**src/rtl/neo_fix_fetch.sv**
```systemverilog
// neo_fix_fetch: per-line fix map walker; reads one tile word per column over a req/ack
// VRAM port and replays each word as a strobed address/data pair on the fix snoop bus.
module neo_fix_fetch #(
    parameter int          COLS     = 42,
    parameter logic [10:0] PRE_ADDR = 11'h7E2
) (
    input  logic        clk_i,
    input  logic        reset_i,
    input  logic        pck2_i,
    input  logic        line_start_i,
    input  logic [4:0]  row_i,
    input  logic        fix_en_i,
    output logic        vram_rd_o,
    output logic [10:0] vram_addr_o,
    input  logic [15:0] vram_data_i,
    input  logic        vram_ack_i,
    output logic [10:0] addr_o,
    output logic [14:0] pbus_o,
    output logic        strobe_o,
    output logic        busy_o,
    output logic        late_o
);
    typedef enum logic [2:0] {IDLE, PRE0, PRE1, REQ, HOLD0, HOLD1} state_t;

    state_t      state_q;
    logic [5:0]  col_q;
    logic [5:0]  col_d;
    logic [4:0]  row_q;
    logic [10:0] vram_addr_q;
    logic [10:0] addr_q;
    logic [14:0] pbus_q;
    logic        late_q;
    logic        last_col;
    logic        unused_data;

    assign col_d       = col_q + 6'd1;
    assign last_col    = col_q == 6'(COLS - 1);
    assign unused_data = vram_data_i[15];

    assign vram_rd_o   = state_q == REQ;
    assign vram_addr_o = vram_addr_q;
    assign addr_o      = addr_q;
    assign pbus_o      = pbus_q;
    assign busy_o      = state_q != IDLE;
    assign late_o      = late_q;
    // The snoop edge coincides with the PCK2 slot that advances the state.
    assign strobe_o    = pck2_i && (state_q inside {PRE0, PRE1, HOLD0, HOLD1});

    always_ff @(posedge clk_i) begin
        if (reset_i) begin
            state_q     <= IDLE;
            col_q       <= '0;
            row_q       <= '0;
            vram_addr_q <= '0;
            addr_q      <= '0;
            pbus_q      <= '0;
            late_q      <= 1'b0;
        end else begin
            late_q <= line_start_i && busy_o;
            if (line_start_i) begin
                if (fix_en_i) begin
                    state_q <= PRE0;
                    row_q   <= row_i;
                    col_q   <= '0;
                    addr_q  <= PRE_ADDR;
                    pbus_q  <= '0;
                end else begin
                    state_q <= IDLE;
                end
            end else begin
                case (state_q)
                    PRE0: if (pck2_i) state_q <= PRE1;
                    PRE1: if (pck2_i) begin
                        state_q     <= REQ;
                        vram_addr_q <= {col_q, row_q};
                    end
                    REQ: if (vram_ack_i) begin
                        state_q <= HOLD0;
                        addr_q  <= vram_addr_q;
                        pbus_q  <= vram_data_i[14:0];
                    end
                    HOLD0: if (pck2_i) state_q <= HOLD1;
                    HOLD1: if (pck2_i) begin
                        if (last_col) begin
                            state_q <= IDLE;
                        end else begin
                            state_q     <= REQ;
                            col_q       <= col_d;
                            vram_addr_q <= {col_d, row_q};
                        end
                    end
                    default: state_q <= IDLE;
                endcase
            end
        end
    end
endmodule
```
**config.mk**
```make
export PLATFORM = sky130hd
export DESIGN_NAME = neo_fix_fetch
export DESIGN_NICKNAME = d
export VERILOG_FILES = /design/src/rtl/neo_fix_fetch.sv
export SDC_FILE = /design/constraint.sdc
export NUM_CORES = 1
export LEC_CHECK = 0
export CAP_MARGIN = 20
export CORE_UTILIZATION = 35
export DETAILED_ROUTE_END_ITERATION = 7
export PLACE_DENSITY = 0.69
export SLEW_MARGIN = 0
export SYNTH_ARGS = -nofsm -noshare
export SYNTH_HDL_FRONTEND = slang
export SYNTH_SLANG_ARGS = --single-unit
```
**constraint.sdc**
```tcl
create_clock -name clk_i -period 4.7 [get_ports clk_i]
set_clock_uncertainty 0.05 [all_clocks]
set_input_delay 1.175 -clock clk_i [delete_from_list [all_inputs] [get_ports clk_i]]
set_output_delay 1.175 -clock clk_i [all_outputs]
set_load 0.01 [all_outputs]
```
==> results of run 1 <==
[power by group]
| group | leakage [µW] | switching [µW] | internal [µW] |
|---|---|---|---|
| registers | 0.000421 | 5.25 | 448 |
| clock network | 0.0000548 | 153 | 160 |
| logic | 0.000637 | 32.8 | 37.6 |
| total | 0.00111 | 191 | 646 |
[flip-flops by register name, indices dropped and copies added, names as in the netlist]
name / flops
state_q: 3
row_q: 5
pbus_o: 15
vram_addr_o: 11
addr_o: 11
late_o: 1
col_q: 6
[through the flow]
stage               cell area, µm²  instances  hold WS (ns)  total power [µW]
floorplan                     2347        282        0.3829             494.5
global placement              2995        404        0.3930             533.0
detailed placement            2995        404        0.3952             533.7
CTS                           3110        412        0.4081             845.6
global route                  3110        412        0.4262             871.7
finish                        3110        412        0.4058             837.0
[cell type report]
class                           instances  area, µm²
Clock buffer                            5      68.82
Clock inverter                          3      46.29
Fill cell                             633       3312
Inverter                                5      18.77
Multi-Input combinational cell        204       1184
Sequential cell                        52       1041
Tap cell                               77      96.34
Timing Repair Buffer                   66      655.6
[worst max-delay path, cell delays in order]
cell and delay (ns):
clkdlybuf4s50_1 0.52, o21a_1 0.13, clkdlybuf4s50_1 0.52
[per-layer routing]
layer	vias up	part of all wire, %	GRT usage, %
met4	0	1.2	4.232
met2	47	49	29.66
met5	-	0	0
met3	8	4.9	3.759
met1	1025	45	20.05
li1	1096	-	-
[path summary, 6_finish.rpt]
path                                 start   endpoint  slack, ns  cells after the start
worst min register to register    row_q[2]   row_q[2]       0.41                      2
worst min-delay path              row_q[2]   row_q[2]       0.41                      2
worst max-delay path                pck2_i   strobe_o       1.12                      3
worst max register to register  state_q[0]  pbus_o[8]       2.61                      4
[placed cells by master (no fill, tap or decap), types with 5 or more instances in the layout]
| master | n |
|---|---|
| nor3_1 | 19 |
| dfxtp_1 | 52 |
| clkbuf_8 | 5 |
| nand2_1 | 37 |
| nand3_1 | 28 |
| a21oi_1 | 35 |
| nand2b_1 | 6 |
| o21ai_0 | 12 |
| nor2_1 | 12 |
| clkdlybuf4s50_1 | 65 |
[logic make-up (layout without fill, tap and decap cells)]
| family | Yosys count | after routing | share of synthesized area [%] |
|---|---|---|---|
| xor gates and xnor gates | 5 | 5 | 1.866 |
| adders and majority gates | 3 | 3 | 1.599 |
| DFF | 52 | 52 | 44.35 |
| muxes | 2 | 2 | 0.8529 |
| buffers and inverters | 26 | 79 | 5.490 |
| and+or+nand+nor | 128 | 128 | 28.84 |
| AOI/OAI and AO/OA | 66 | 66 | 17.00 |
==> flow_summary.ini, run 1 <==
[status]
status = finished, violations left
violations = DRC

[drt]
dr.pass1.iters = 6
wl_per_cell_um = 13.38
routed_wl_mm = 5.511
drtIter0Drc = 120
viasPerCell = 5.282
ant_nets = 0
via_count = 2176
drc = 16

[synthesis]
syn_avg_cell_area_um2 = 8.324
syn_inst = 282
synth_top_area_cell = dfxtp_1
async_reset_ff_share_pct = 0
synth_common_cells = 52 x dfxtp_1, 37 x nand2_1, 35 x a21oi_1, 28 x nand3_1, 19 x nor3_1
ys_ff_latch = 52
synth_area_um2 = 2347
synth_ff_type = dfxtp_1
seq_area_frac_synth_pct = 44.35
synth_top_area_share_pct = 44.35
synth.distinct_cells = 48
yosysMostFrequentCell = dfxtp_1
yosysWarnings = 0
synth_edf_count = 0
postSynthNetCount = 312
synth_area_leaders = dfxtp_1 44%, a21oi_1 7.5%, nand3_1 6.0%, nand2_1 5.9%, nor3_1 4.1%

[pwr]
ir_drop_uv = 121.9
leakage_uw = 0.001113
power.density_nw_per_um2 = 269.1

[timing]
finalCriticalPeriod_ns = 3.579
fin_crit_sh_pct = 76.14
drv_slew = 0
rsz0062_at_grt = no
setup_tns_ns = 0
setup_slack_ns = 1.121
hold_viol = 0
fmax_mhz = 279.4
relSlewSlack_pct = 29.98
setup_viol = 0
tightest_slew_ns = 1.048

[critical_path]
crit_fanout = 4
critPathRequiredTime_ns = 3.47
path_class = input pin to output port
cp.arrival_ns = 2.35
cp-end-kind = output port
setup.worst_path.start_class = input pin

[cells_and_area]
final_nets = 364
syn_to_final_growth_pct = 32.52
final_util_pct = 48.43
drive_above_1_share_pct = 6.269
antenna_cells = 0

[grt]
grt_pass1_wl_mm = 9.577
gr-total-overflow = 0
grt_pass1_vias = 2105
grt_max_degree = 53
grt_antenna_before_repair = 0
track_usage_pct = 16.62

[placed_design]
dp_hpwl_mm = 3.685
dp_slack_ns = 1.119
io_buffers = 66
place.gp.congestion = 0.7652

[die]
fp.dieH_um = 83.89
pin_count = 68
coreArea_um2 = 6422
num_rows = 29
die_x_um = 83.89
initial_core_util_pct = 36.55
dieArea_um2 = 7038

[clocking]
root_buffer = clkbuf_8
cts.clk_slew.worst_paths_ns = 0.09
cts_resized = 0
numClockSinks = 52
cts_hold_buf = 0
htree_levels = 2
postCtsSetupBuffers = 0
clockBufferDepth = 2
cts_buffers = 5
clock_latency_ns = 0.31
cts_tree = built

[min_path]
min_path_type = flop to flop

[run]
maxCapViolations = 0
Power figures use the tool's default switching activity.
==> run 2: changes to the inputs <==
--- a/config.mk
+++ b/config.mk
@@ -8,7 +8,7 @@
 export CAP_MARGIN = 20
 export CORE_UTILIZATION = 35
 export DETAILED_ROUTE_END_ITERATION = 7
-export PLACE_DENSITY = 0.69
+export PLACE_DENSITY = 0.71
 export SLEW_MARGIN = 0
 export SYNTH_ARGS = -nofsm -noshare
 export SYNTH_HDL_FRONTEND = slang
==> constraint.sdc (replaced) <==
create_clock -name clk_i -period 2.93 [get_ports clk_i]
set_clock_uncertainty 0.05 [all_clocks]
set_input_delay 0.7325 -clock clk_i [delete_from_list [all_inputs] [get_ports clk_i]]
set_output_delay 0.7325 -clock clk_i [all_outputs]
set_load 0.01 [all_outputs]
==> run 2 against run 1 <==
First-iteration DRC count shrank 21%. The run still ends with DRC left. Power rose by 61%. Critical path depth stayed put. Register-to-register slack got worse by 1.7 ns. Largest power group unchanged. Sequential power rose by 60%. Final cell count up 2.2%. Sequential cell count is the same. Utilization increased by 1.1 points. Sequential share of layout area shrank 0.71 points. Global-route usage fell by 0.37 points. Clock-buffer cell count did not move. Combinational power is 68% higher.
==> flow_summary.ini, run 2 (same netlist as run 1, synthesis figures left out) <==
[timing]
setup_tns_ns = 0
drv_slew = 0
fin_crit_sh_pct = 93.89
rsz0062_at_grt = no
relSlewSlack_pct = 56.74
hold_viol = 0
setup_viol = 0
tightest_slew_ns = 0.6465
finalCriticalPeriod_ns = 2.751
fmax_mhz = 363.5

[drt]
m1WireLength_mm = 2.602
dr_wl_met3_um = 272
drtIter0Drc = 95
drc = 18
viasPerCell = 5.188
dr_wl_met2_mm = 2.790
wl_per_cell_um = 13.63
dr.pass1.iters = 6
ant_nets = 0
routed_wl_mm = 5.738
via_count = 2184
routed.top_layer = met4

[run]
maxCapViolations = 0

[die]
num_rows = 29
coreArea_um2 = 6422
initial_core_util_pct = 36.55
pin_count = 68
dieArea_um2 = 7038
fp.dieH_um = 83.89
die_x_um = 83.89

[clocking]
clockBufferDepth = 2
cts_buffers = 5
root_buffer = clkbuf_8
cts_resized = 0
cts_hold_buf = 0
htree_levels = 2
numClockSinks = 52
clock_latency_ns = 0.31
cts.clk_slew.worst_paths_ns = 0.09
postCtsSetupBuffers = 0
cts_tree = built

[critical_path]
path_class = input pin to output port
cp-end-kind = output port
critPathRequiredTime_ns = 2.15
setup.worst_path.start_class = input pin
reg2reg_depth = 5
crit_fanout = 4
cp.arrival_ns = 1.97

[pwr]
ir_drop_uv = 203.7
power.density_nw_per_um2 = 423.9
leakage_uw = 0.001156
power.total_uw = 1347

[cells_and_area]
syn_to_final_growth_pct = 35.39
final_cell_mix = 65 x clkdlybuf4s50_1, 52 x dfxtp_1, 37 x nand2_1, 35 x a21oi_1, 28 x nand3_1
antenna_cells = 0
drive_above_1_share_pct = 8.721
final_nets = 373
layout_commonest_cell = clkdlybuf4s50_1
largest_reg_flops = 15

[status]
violations = DRC
status = finished, violations left

[min_path]
min_path_type = flop to flop
hold_depth = 2

[grt]
grt_antenna_before_repair = 0
grt_pass1_vias = 2045
grt_max_degree = 31
track_usage_pct = 16.25
gr-total-overflow = 0
grt_pass1_wl_mm = 9.363

[placed_design]
place.gp.congestion = 0.8402
dp_hpwl_mm = 4.129
io_buffers = 66
run 2: cell types whose count changed in the layout (fill, tap and decap cells not counted), sizes merged:
cell	change
buf	+9
run 2: worst paths after layout:
| kind | slack, ns | to | start |
|---|---|---|---|
| worst min-delay path | 0.41 | row_q[0] | row_q[0] |
| worst max-delay path | 0.18 | strobe_o | pck2_i |
| worst max register to register | 0.94 | vram_addr_o[5] | state_q[0] |
| worst min register to register | 0.41 | row_q[0] | row_q[0] |
run 2: routing by layer:
layer  vias to the layer above  GRT usage [%]
li1                       1108              -
met1                      1015          19.34
met2                        53          28.69
met3                         8          4.055
met4                         0          4.859
met5                         -              0
run 2: through the flow:
| step | cell area, µm² | setup slack [ns] | utilization, % | hold slack (ns) | instances |
|---|---|---|---|---|---|
| after floorplan | 2347 | 0.9148 | - | 0.3829 | 282 |
| after global placement | 3063 | 0.2361 | 47.69 | 0.3920 | 413 |
| after detailed placement | 3063 | 0.1711 | 47.69 | 0.3934 | 413 |
| after CTS | 3178 | 0.1736 | 49.48 | 0.4070 | 421 |
| after global routing | 3178 | 0.1432 | 49.48 | 0.4437 | 421 |
| final | 3178 | 0.1789 | 49.48 | 0.4074 | 421 |
run 2: critical path, cell delays in order:
cell and delay, ns:
clkdlybuf4s50_1 0.55, o21a_1 0.16, clkdlybuf4s50_1 0.53
run 2: cell type report:
cell class                 instances  area [µm²]
fill                             635        3244
timing repair buffer              75       723.2
tap                               77       96.34
inverter                           5       18.77
clock inverter                     3       46.29
clock buffer                       5       68.82
multi-input combinational        204        1184
sequential                        52        1041
run 2: power by group:
group          internal (µW)  switching, µW  leakage (µW)  total [µW]
clock network            257            246     0.0000548         503
registers                718           7.83      0.000421         726
logic                   63.5           54.6      0.000680         118
total                   1040            308       0.00116        1350
==> run 3: changes to the inputs <==
--- a/config.mk
+++ b/config.mk
@@ -6,9 +6,9 @@
 export NUM_CORES = 1
 export LEC_CHECK = 0
 export CAP_MARGIN = 20
-export CORE_UTILIZATION = 35
+export CORE_UTILIZATION = 42
 export DETAILED_ROUTE_END_ITERATION = 7
-export PLACE_DENSITY = 0.71
+export PLACE_DENSITY = 0.82
 export SLEW_MARGIN = 0
 export SYNTH_ARGS = -nofsm -noshare
 export SYNTH_HDL_FRONTEND = slang
==> run 3 against run 2 <==
The run now ends clean. Highest routed layer unchanged. Non-clock buffer count shrank 4. Power down 6.8%. Sequential power barely moved. Maximum frequency rose by 1.1%. Setup slack better by 0.030 ns. Register-to-register slack got worse by 0.09 ns. Critical path depth increased by 1. Utilization rose by 10 points. Critical path type is now flop to output port.
==> flow_summary.ini, run 3 (same netlist as run 1, synthesis figures left out) <==
[critical_path]
critPathRequiredTime_ns = 2.15
cp.arrival_ns = 1.94
setup.worst_path.start_class = flop
cp-end-kind = output port
cp_cell_sequence = nand2b_1 > a21oi_1 > o21a_1 > clkdlybuf4s50_1
path_class = flop to output port
crit_fanout = 12
rrSetupSlack_ns = 0.85
slowest_stage = dfxtp_1
reg2reg_depth = 4
slowest_delay_ns = 0.64

[cells_and_area]
final_nets = 369
largest_reg_flops = 15
drive_above_1_share_pct = 7.353
final_cell_mix = 65 x clkdlybuf4s50_1, 52 x dfxtp_1, 37 x nand2_1, 35 x a21oi_1, 28 x nand3_1
final_area_um2 = 3124
antenna_cells = 0
layout_commonest_cell = clkdlybuf4s50_1
syn_to_final_growth_pct = 33.10

[die]
fp.dieH_um = 76.76
die_x_um = 76.76
coreArea_um2 = 5238
pin_count = 68
num_rows = 26
initial_core_util_pct = 44.82
dieArea_um2 = 5891

[timing]
setup_viol = 0
drv_slew = 0
relSlewSlack_pct = 41.97
tightest_slew_ns = 0.8705
setup_tns_ns = 0
fin_crit_sh_pct = 92.87
hold_viol = 0
rsz0062_at_grt = no
fmax_mhz = 367.5
finalCriticalPeriod_ns = 2.721

[drt]
routed_wl_mm = 5.662
drtIter0Drc = 125
viasPerCell = 5.312
via_count = 2178
wl_per_cell_um = 13.81
dr.pass1.iters = 4
drc = 0
ant_nets = 0

[placed_design]
placed_area_um2 = 3030
io_buffers = 66
dp_hpwl_mm = 3.910
place.gp.congestion = 0.8380

[run]
maxCapViolations = 0

[clocking]
cts_hold_buf = 0
postCtsSetupBuffers = 0
htree_levels = 2
cts_resized = 0
numClockSinks = 52
clock_latency_ns = 0.30
cts_tree = built
clockBufferDepth = 2
cts_buffers = 5
root_buffer = clkbuf_8
cts.clk_slew.worst_paths_ns = 0.09

[grt]
grt_max_degree = 34
grt_antenna_before_repair = 0
track_usage_pct = 19.32
grt_pass1_wl_mm = 9.384
grt_pass1_vias = 2010
gr-total-overflow = 0

[pwr]
p_seq_share_pct = 57.9
pwr-share-clk_pct = 33.0
p_int_uw = 971.7
power_frac_comb_pct = 9.1
power.density_nw_per_um2 = 401.8
p_sw_share_pct = 22.60
ir_drop_uv = 152.3
power.switching_uw = 283.7
leakage_uw = 0.001124

[min_path]
hold_depth = 2
min_path_type = flop to flop

[status]
status = completed
run 3: path summary, 6_finish.rpt:
path                            startpoint             end
worst max-delay path            state_q[0]        strobe_o
worst min-delay path              row_q[3]        row_q[3]
worst max register to register  state_q[1]  vram_addr_o[4]
worst min register to register    row_q[3]        row_q[3]
run 3: worst max-delay path, delay by kind of cell (launching register included):
family                 cells  cell delay [ns]
AOI/OAI and AO/OA          2             0.29
buffers and inverters      1             0.52
DFF                        1             0.64
and+or+nand+nor            1             0.18
run 3: power by group through the flow:
| stage | logic (µW) | clock network [µW] | registers, µW |
|---|---|---|---|
| finish | 114 | 415 | 727 |
| global route | 123 | 459 | 729 |
| CTS | 115 | 426 | 727 |
| detailed placement | 114 | 0 | 743 |
| global placement | 112 | 0 | 743 |
| floorplan | 49.3 | 0 | 744 |
run 3: layout make-up:
cell class / count / area (µm²)
Clock buffer: 7 / 86.33
Clock inverter: 1 / 7.507
Fill cell: 471 / 2113
Inverter: 5 / 18.77
Multi-Input combinational cell: 204 / 1177
Sequential cell: 52 / 1041
Tap cell: 70 / 87.58
Timing Repair Buffer: 71 / 705.7
run 3: per-layer routing:
metal	track usage, %	part of all wire [%]
met4	8.462	1.3
met3	4.286	5.6
met5	0	0
met2	33.04	50
met1	23.02	44
run 3: metrics by stage:
step,utilization (%),std cells,hold slack [ns],total power [µW],worst slack (ns)
2_1_floorplan,-,282,0.3829,793.3,0.9148
3_3_place_gp,57.86,402,0.3902,854.9,0.2418
3_5_place_dp,57.86,402,0.3959,857.0,0.2318
4_1_cts,59.65,410,0.4093,1267,0.2181
5_1_grt,59.65,410,0.4318,1311,0.1470
6_report,59.65,410,0.4110,1255,0.2090
